### src/rtl/rotate_sweep_sequencer_if.sv
// Command, shifter-loop and result signals of the rotate sweep sequencer.
// The slave modport is the sequencer; the master modport drives it.
interface rotate_sweep_sequencer_if #(
    parameter int WIDTH = 8,
    parameter int SHW   = 3
);
    logic             cmd_valid;
    logic             cmd_ready;
    logic [WIDTH-1:0] cmd_data;
    logic [SHW-1:0]   cmd_start;
    logic [SHW-1:0]   cmd_step;
    logic [SHW:0]     cmd_count;
    logic [WIDTH-1:0] sh_in;
    logic [SHW-1:0]   sh_amt;
    logic [WIDTH-1:0] sh_result;
    logic             res_valid;
    logic             res_ready;
    logic [WIDTH-1:0] res_data;
    logic [SHW-1:0]   res_amt;
    logic             res_last;
    logic             busy;

    modport slave (
        input  cmd_valid, cmd_data, cmd_start, cmd_step, cmd_count,
        input  sh_result, res_ready,
        output cmd_ready, sh_in, sh_amt,
        output res_valid, res_data, res_amt, res_last, busy
    );

    modport master (
        output cmd_valid, cmd_data, cmd_start, cmd_step, cmd_count,
        output sh_result, res_ready,
        input  cmd_ready, sh_in, sh_amt,
        input  res_valid, res_data, res_amt, res_last, busy
    );
endinterface

### src/rtl/rotate_sweep_sequencer.sv
// Drives a combinational circular shifter through a sweep of shift amounts
// and streams each captured result out over valid/ready.
module rotate_sweep_sequencer #(
    parameter int WIDTH = 8,
    parameter int SHW   = 3
) (
    input  logic                      clk,
    input  logic                      rst_n,
    rotate_sweep_sequencer_if.slave   bus
);
    typedef enum logic [1:0] {
        S_IDLE    = 2'd0,
        S_CAPTURE = 2'd1,
        S_OUT     = 2'd2
    } state_t;

    state_t           r_state;
    logic [SHW-1:0]   r_step;
    logic [SHW:0]     r_remaining;
    logic [WIDTH-1:0] r_sh_in;
    logic [SHW-1:0]   r_sh_amt;
    logic             r_res_valid;
    logic [WIDTH-1:0] r_res_data;
    logic [SHW-1:0]   r_res_amt;
    logic             r_res_last;

    assign bus.cmd_ready = (r_state == S_IDLE);
    assign bus.busy      = (r_state != S_IDLE);
    assign bus.sh_in     = r_sh_in;
    assign bus.sh_amt    = r_sh_amt;
    assign bus.res_valid = r_res_valid;
    assign bus.res_data  = r_res_data;
    assign bus.res_amt   = r_res_amt;
    assign bus.res_last  = r_res_last;

    always_ff @(posedge clk or negedge rst_n) begin
        if (!rst_n) begin
            r_state     <= S_IDLE;
            r_step      <= '0;
            r_remaining <= '0;
            r_sh_in     <= '0;
            r_sh_amt    <= '0;
            r_res_valid <= 1'b0;
            r_res_data  <= '0;
            r_res_amt   <= '0;
            r_res_last  <= 1'b0;
        end else begin
            unique case (r_state)
                S_IDLE: begin
                    if (bus.cmd_valid) begin
                        r_sh_in     <= bus.cmd_data;
                        r_sh_amt    <= bus.cmd_start;
                        r_step      <= bus.cmd_step;
                        r_remaining <= bus.cmd_count;
                        // A zero-length sweep is consumed without leaving IDLE.
                        if (bus.cmd_count != '0)
                            r_state <= S_CAPTURE;
                    end
                end
                S_CAPTURE: begin
                    r_res_data  <= bus.sh_result;
                    r_res_amt   <= r_sh_amt;
                    r_res_last  <= (r_remaining == (SHW+1)'(1));
                    r_res_valid <= 1'b1;
                    r_state     <= S_OUT;
                end
                S_OUT: begin
                    if (bus.res_ready) begin
                        r_res_valid <= 1'b0;
                        r_remaining <= r_remaining - (SHW+1)'(1);
                        if (r_res_last) begin
                            r_state <= S_IDLE;
                        end else begin
                            // Amount advances only here, giving the shifter a full settle cycle.
                            r_sh_amt <= r_sh_amt + r_step;
                            r_state  <= S_CAPTURE;
                        end
                    end
                end
                default: r_state <= S_IDLE;
            endcase
        end
    end
endmodule

### src/flat_wrapper.sv
// flat-port wrapper written by rule: the top's interface ports become plain ports
module rotate_sweep_sequencer_flat 
#(
    parameter int WIDTH = 8,
    parameter int SHW   = 3
)
  (clk, rst_n, bus_cmd_valid, bus_cmd_data, bus_cmd_start, bus_cmd_step, bus_cmd_count, bus_sh_result, bus_res_ready, bus_cmd_ready, bus_sh_in, bus_sh_amt, bus_res_valid, bus_res_data, bus_res_amt, bus_res_last, bus_busy);
  rotate_sweep_sequencer_if #(.WIDTH(WIDTH), .SHW(SHW)) bus_i ();
  input  logic clk;
  input  logic rst_n;
  input wire logic [$bits(bus_i.cmd_valid)-1:0] bus_cmd_valid;
  input wire logic [$bits(bus_i.cmd_data)-1:0] bus_cmd_data;
  input wire logic [$bits(bus_i.cmd_start)-1:0] bus_cmd_start;
  input wire logic [$bits(bus_i.cmd_step)-1:0] bus_cmd_step;
  input wire logic [$bits(bus_i.cmd_count)-1:0] bus_cmd_count;
  input wire logic [$bits(bus_i.sh_result)-1:0] bus_sh_result;
  input wire logic [$bits(bus_i.res_ready)-1:0] bus_res_ready;
  output wire logic [$bits(bus_i.cmd_ready)-1:0] bus_cmd_ready;
  output wire logic [$bits(bus_i.sh_in)-1:0] bus_sh_in;
  output wire logic [$bits(bus_i.sh_amt)-1:0] bus_sh_amt;
  output wire logic [$bits(bus_i.res_valid)-1:0] bus_res_valid;
  output wire logic [$bits(bus_i.res_data)-1:0] bus_res_data;
  output wire logic [$bits(bus_i.res_amt)-1:0] bus_res_amt;
  output wire logic [$bits(bus_i.res_last)-1:0] bus_res_last;
  output wire logic [$bits(bus_i.busy)-1:0] bus_busy;
  assign bus_i.cmd_valid = bus_cmd_valid;
  assign bus_i.cmd_data = bus_cmd_data;
  assign bus_i.cmd_start = bus_cmd_start;
  assign bus_i.cmd_step = bus_cmd_step;
  assign bus_i.cmd_count = bus_cmd_count;
  assign bus_i.sh_result = bus_sh_result;
  assign bus_i.res_ready = bus_res_ready;
  assign bus_cmd_ready = bus_i.cmd_ready;
  assign bus_sh_in = bus_i.sh_in;
  assign bus_sh_amt = bus_i.sh_amt;
  assign bus_res_valid = bus_i.res_valid;
  assign bus_res_data = bus_i.res_data;
  assign bus_res_amt = bus_i.res_amt;
  assign bus_res_last = bus_i.res_last;
  assign bus_busy = bus_i.busy;
  rotate_sweep_sequencer #(.WIDTH(WIDTH), .SHW(SHW)) u_core (.clk(clk), .rst_n(rst_n), .bus(bus_i));
endmodule
### config.mk
export PLATFORM = sky130hd
export DESIGN_NAME = rotate_sweep_sequencer_flat
export DESIGN_NICKNAME = d
export VERILOG_FILES = /design/src/rtl/rotate_sweep_sequencer_if.sv /design/src/rtl/rotate_sweep_sequencer.sv /design/src/flat_wrapper.sv
export SDC_FILE = /design/constraint.sdc
export NUM_CORES = 1
export LEC_CHECK = 0
export ABC_AREA = 1
export CAP_MARGIN = 20
export CORE_MARGIN = 1.5
export CORE_UTILIZATION = 39
export DETAILED_ROUTE_END_ITERATION = 6
export GPL_TIMING_DRIVEN = 0
export PLACE_DENSITY_LB_ADDON = 0.3
export SLEW_MARGIN = 20
export SYNTH_ARGS = -nofsm -noshare
export SYNTH_HDL_FRONTEND = slang
export SYNTH_SLANG_ARGS = --single-unit
### constraint.sdc
create_clock -name clk -period 1.4 [get_ports clk]
set_clock_uncertainty 0.1 [all_clocks]
set_input_delay 0.35 -clock clk [delete_from_list [all_inputs] [get_ports clk]]
set_output_delay 0.35 -clock clk [all_outputs]
set_load 0.005 [all_outputs]
-- After elaboration in Yosys (flattened, before gate mapping)
Index checks and enable logic that the tools add are counted.
- register bits: 33
- latch bits: 0
- bits in writable memories: 0
- bits in read-only memories: 0
- memories kept: 0
- add/subtract/negate cells: 2
- multiply operators: 0
- div/mod/pow operators: 0
- $lt $le $gt $ge: 0
- equal/unequal tests: 7
- shift operators: 0
- muxes and demuxes: 14
- bitwise logic cells: 0
- reductions and logical operators: 10
- operators with widths (operator ; number):
    3-bit two-way mux ; 3
    4-bit two-way mux ; 2
    4-bit one-hot mux with 2 select lines ; 1
    2-bit two-way mux ; 3
    2-bit inequality test, second input constant ; 3
    2-bit one-hot mux with 3 select lines ; 1
    3-bit one-hot mux with 2 select lines ; 1
    3-bit AND reduction ; 2
    2-bit nonzero test ; 3
    4-bit by 1-bit == test with 1-bit output, second input constant ; 1
    2-bit AND reduction ; 2
    4-bit AND reduction ; 1
    4-bit nonzero test ; 1
    4-bit by 1-bit subtractor with 4-bit output, second input constant ; 1
    3-bit adder ; 1
    2-bit by 1-bit == test with 1-bit output, second input constant ; 1
    2-bit == test, second input constant ; 1
    2-bit zero test ; 1
    1-bit two-way mux ; 2
    2-bit by 1-bit inequality test with 1-bit output, second input constant ; 1
    1-bit one-hot mux with 2 select lines ; 1

-- Logic depth before layout (Yosys ltp)
- word-level depth: 4
- mapped depth: 7

-- Least setup slack after synthesis
OpenSTA, ideal clock, no wires.
- path type: register to register
- start: register u_core.r_sh_amt[0] (netlist: u_core.bus.sh_amt[0])
- end: register u_core.r_sh_amt[2] (netlist: u_core.bus.sh_amt[2])
- library setup time: 0.065 ns
- arrival time: 1.287 ns
- slack: -0.052 ns
- stages on the path, launching flop included: 7
- buffers on the path: 0
- period minus slack after synthesis: 1.452 ns
- cells stage by stage: dfrtp_1 ha_1 fa_1 nand3b_1 nand3_1 nand2_1 nand2_1
- cells in the longest elaborated chain, start to end: 4
- ends and longest elaborated chain (what ; RTL line ; text):
    start: declaration ; rotate_sweep_sequencer.sv:21 ; logic [SHW-1:0] r_sh_amt;
    start signal: assignment ; rotate_sweep_sequencer.sv:52 ; r_sh_amt <= bus.cmd_start;
    start signal: assignment ; rotate_sweep_sequencer.sv:75 ; r_sh_amt <= r_sh_amt + r_step;
    3-bit adder ; rotate_sweep_sequencer.sv:75 ;
    3-bit two-way mux ; rotate_sweep_sequencer.sv:71 ; if (r_res_last) begin
    3-bit two-way mux ; rotate_sweep_sequencer.sv:68 ; if (bus.res_ready) begin
    3-bit one-hot mux with 2 select lines ; rotate_sweep_sequencer.sv:48 ; unique case (r_state)
No other way between the ends. The select of a mux whose other input is x is not followed.
A chain may end at the register's enable or synchronous reset.

-- Worst setup path in the final report
- start: register u_core.r_state[0]
- end: output bus_cmd_ready
- cells in the longest elaborated chain, start to end: 1
- ends and longest elaborated chain (what ; RTL line ; text):
    start: declaration ; rotate_sweep_sequencer.sv:17 ; state_t r_state;
    start signal: assignment ; rotate_sweep_sequencer.sv:38 ; r_state <= S_IDLE;
    start signal: assignment ; rotate_sweep_sequencer.sv:57 ; r_state <= S_CAPTURE;
    start signal: assignment ; rotate_sweep_sequencer.sv:65 ; r_state <= S_OUT;
    2-bit zero test ; rotate_sweep_sequencer.sv:27 ; assign bus.cmd_ready = (r_state == S_IDLE);
    end: declaration ; flat_wrapper.sv:18 ; output wire logic [$bits(bus_i.cmd_ready)-1:0] bus_cmd_ready;
No other way between the ends.

==> PnR_summary.wiki <==
{| class="wikitable"
! Metric !! Value
|-
| Layout cells sized above 1 || 20.83%
|-
| Share of the clock period used by the worst path after layout || 112.9%
|-
| Type of the tightest min-delay check || input pin to async pin
|-
| Final number of hold-violating endpoints || 0
|-
| Mean post-synth cell area || 8.446 sq um
|-
| Largest vdd supply drop || 978.4 uV
|-
| Count of buffers inserted at the top-level ports || 55
|-
| Initial cell density of the core || about two fifths
|-
| Number of failing setup endpoints in the final timing report || 5
|-
| Length of the first detailed-routing pass in iterations || 4
|-
| Clock root buffer || clkbuf_8
|-
| Cell count after synthesis || 180
|-
| Setup crit start || u_core.r_state[0]
|-
| WL per Instance || 11.92 microns
|-
| Rows || 22
|-
| Max cap viols || 0
|-
| WL final || 3718 microns
|-
| Total negative setup slack || -733.7 ps
|-
| Clock sink count || 33
|-
| Relative slew slack || 83.69%
|-
| Placed wire-length estimate after detailed placement || 2426 microns
|-
| Global routing met2 resource utilization || 30.74%
|-
| Routability congestion estimate || approximately 0.76
|-
| Static leakage || 1.238 nW
|-
| Post-layout nets || 297
|-
| Worst stage delay on the critical path || approximately 420 ps
|-
| I/O pin cnt || 56
|-
| Area added between synthesis and finish || 60.08%
|-
| Proportion of synthesized chip area in sequential cells || 54.32%
|-
| Maximum achievable frequency || 632.7 MHz
|-
| Number of buffers and inverters on the critical path || 3
|-
| Endpoint type of the worst setup path || output port
|-
| Detailed router's first-iteration violation count || 30
|-
| Reg2reg setup slack || -180 ps
|-
| Launching element type of the critical path || register
|-
| Cell area after placement || 2148 sq um
|-
| Antenna Cells || 0
|-
| Startpoint of the worst-slack reg-to-reg timing path || u_core.bus.sh_amt[0]
|-
| Clock latency reported for the late side of the worst-skew pair || 290 ps
|-
| Crit-path cells || nor2_4 -> buf_6 -> buf_6 -> buf_6
|-
| Pwr/cell area || 2080 nW/um^2
|-
| Worst-case clock buffer depth || 2
|-
| Critical path class || register to output port
|-
| Run status || finished, violations left
|-
| Antenna Violating Nets Remaining || 0
|-
| Setup repair after global routing missed its margin || true
|-
| Chip width || 65.44 microns
|-
| CTS tree || done
|-
| Worst slew pin tran || about 240 ps
|-
| Vias in the first global route || 1,381
|-
| Y dimension of the die || 65.44 microns
|-
| Number of cells on the worst reg-to-reg path || 7
|-
| Placeable core region || about 3700 sq um
|-
| Met3 GRT Util || about 8.4%
|-
| Post-Synthesis Net Count || 214
|-
| Slew Limit Fails || 0
|-
| Drt drc || 0
|-
| Number of buffers created by CTS || 5
|-
| Worst EP arrival || 1130 ps
|-
| PnR Total Power || a little over 5 mW
|-
| Most congested layer reported by global routing || met2
|-
| Required arrival time at the worst endpoint || 950 ps
|-
| Cell family with the largest share of critical-path delay || flip-flops
|-
| Synthesis-stage register bit count || 33
|-
| Worst path most repeated cell || buf_6
|-
| Maximum level of the CTS H-tree || 2
|-
| Final worst slack || -180.4 ps
|-
| Syn. warnings || 0
|-
| Violations in the final reports || negative setup slack
|-
| Worst-path fanout max || 2
|-
| Number of antenna violations at the first check in global routing || 0
|-
| Crit path time final || 1580 ps
|-
| Reg clk slew, reported paths || ~60 ps
|-
| Max stage delay cell, worst path || dfrtp_2
|-
| Cell variety after synth || 22
|-
| Via/cell ratio || 4.628
|-
| Detailed-route via count || approximately 1,400
|-
| Total standard cell area after synthesis || 1520 sq um
|-
| Largest net degree at the start of global routing || 33
|-
| Reg-to-Reg End || u_core.bus.sh_amt[1]
|-
| Area enclosed by the die boundary || between 4000 and 5000 sq um
|-
| Wire length of the first global-routing pass || approximately 6000 microns
|-
| Met1 usage in global routing || around a quarter
|-
| Overall overflow remaining after global route || 0
|-
| Final instance area || 2434 sq um
|-
| Worst hold margin || 289.5 ps
|-
| Total routing usage reported by global routing || a little under a fifth
|}
==> logic make-up (layout without fill, tap and decap cells) <==
logic type	count (synthesis)	in the layout	share of synthesized area [%]
adders and majority gates	4	4	3.786
xor gates and xnor gates	1	1	0.5762
and+or+nand+nor	113	115	32.59
AOI/OAI and AO/OA	12	12	4.197
buffers and inverters	17	99	4.527
DFF	33	33	54.32
==> repair_timing <==
item / 4_1_cts / 5_1_grt
gates cloned: 0 / 2
hold buffers: 1 / 0
pin swaps: 4 / 8
hold endpoints to repair: 33 / 0
setup endpoints to repair: 28 / 47
buffers inserted: 14 / 6
gates resized for setup: 48 / 30
==> layout by cell type, fill, tap and decap left out, drive strengths merged, types with 3 or more instances in the layout <==
| cell | count |
|---|---|
| nor2 | 10 |
| nand2 | 85 |
| nand3 | 18 |
| dfrtp | 33 |
| buf | 26 |
| ha | 3 |
| clkdlybuf4s15 | 21 |
| inv | 12 |
| o21ai | 8 |
| clkbuf | 7 |
| clkdlybuf4s50 | 28 |
==> cell usage after synthesis <==
library cell / count / area (sq um)
xnor2_1: 1 / 8.760
nand3_1: 18 / 90.09
nand2_4: 3 / 33.78
nor2_1: 6 / 22.52
ha_1: 3 / 37.54
o21ai_1: 1 / 5.000
fa_1: 1 / 20.02
or2_2: 1 / 6.260
o211ai_1: 1 / 7.510
clkbuf_1: 1 / 3.750
o21ai_0: 7 / 35.03
nand3b_1: 1 / 7.510
a21oi_1: 2 / 10.01
nor2_4: 2 / 22.52
nand2_1: 80 / 300.3
dfrtp_1: 33 / 825.8
a31oi_1: 1 / 6.260
buf_2: 4 / 20.02
inv_1: 10 / 37.54
nand2_2: 1 / 6.260
nor2_2: 1 / 6.260
inv_2: 2 / 7.510
==> cell type report <==
| cell class | instances | area (sq um) |
|---|---|---|
| Buffer | 4 | 28.78 |
| Clock buffer | 6 | 72.57 |
| Clock inverter | 2 | 10.01 |
| Fill cell | 314 | 1255 |
| Inverter | 12 | 47.55 |
| Multi-Input combinational cell | 132 | 678.2 |
| Sequential cell | 33 | 829.5 |
| Tap cell | 48 | 60.06 |
| Timing Repair Buffer | 75 | 706.9 |
==> power breakdown <==
part           internal [mW]  switching (mW)
Combinational           1.36            1.32
Clock                  0.344           0.340
Sequential              1.42           0.272
Total                   3.13            1.93
==> per-stage QoR <==
stage	utilization, %	instances	setup WS, ps
3_5_place_dp	58.24	284	-459.8
4_1_cts	63.50	307	-197.5
2_1_floorplan	-	180	-18.74
5_1_grt	65.98	312	-229.3
3_3_place_gp	57.84	283	-820.8
6_report	65.98	312	-180.4
==> worst max-delay path by stage <==
stage / end / depth (start not counted) / slack (ps)
after floorplan: u_core.bus.sh_amt[2] / 6 / -20
after global placement: u_core.bus.sh_in[4] / 1 / -820
after detailed placement: bus_cmd_ready / 3 / -460
after CTS: bus_cmd_ready / 4 / -200
after global routing: bus_cmd_ready / 4 / -230
final: bus_cmd_ready / 4 / -180
==> sequential cells by signal (all words and copies together) (netlist names) <==
| register | count |
|---|---|
| u_core.r_step | 3 |
| u_core.r_remaining | 4 |
| u_core.bus.sh_in | 8 |
| u_core.r_state | 2 |
| u_core.bus.res_valid | 1 |
| u_core.bus.res_data | 8 |
| u_core.bus.res_amt | 3 |
| u_core.bus.res_last | 1 |
| u_core.bus.sh_amt | 3 |
==> layer usage <==
metal  part of all wire [%]  up-vias
li1                       -      734
met1                     46      651
met2                     44       54
met3                    9.3        5
met4                    1.1        0
met5                      0        -
(Power assumes the default switching activity.)
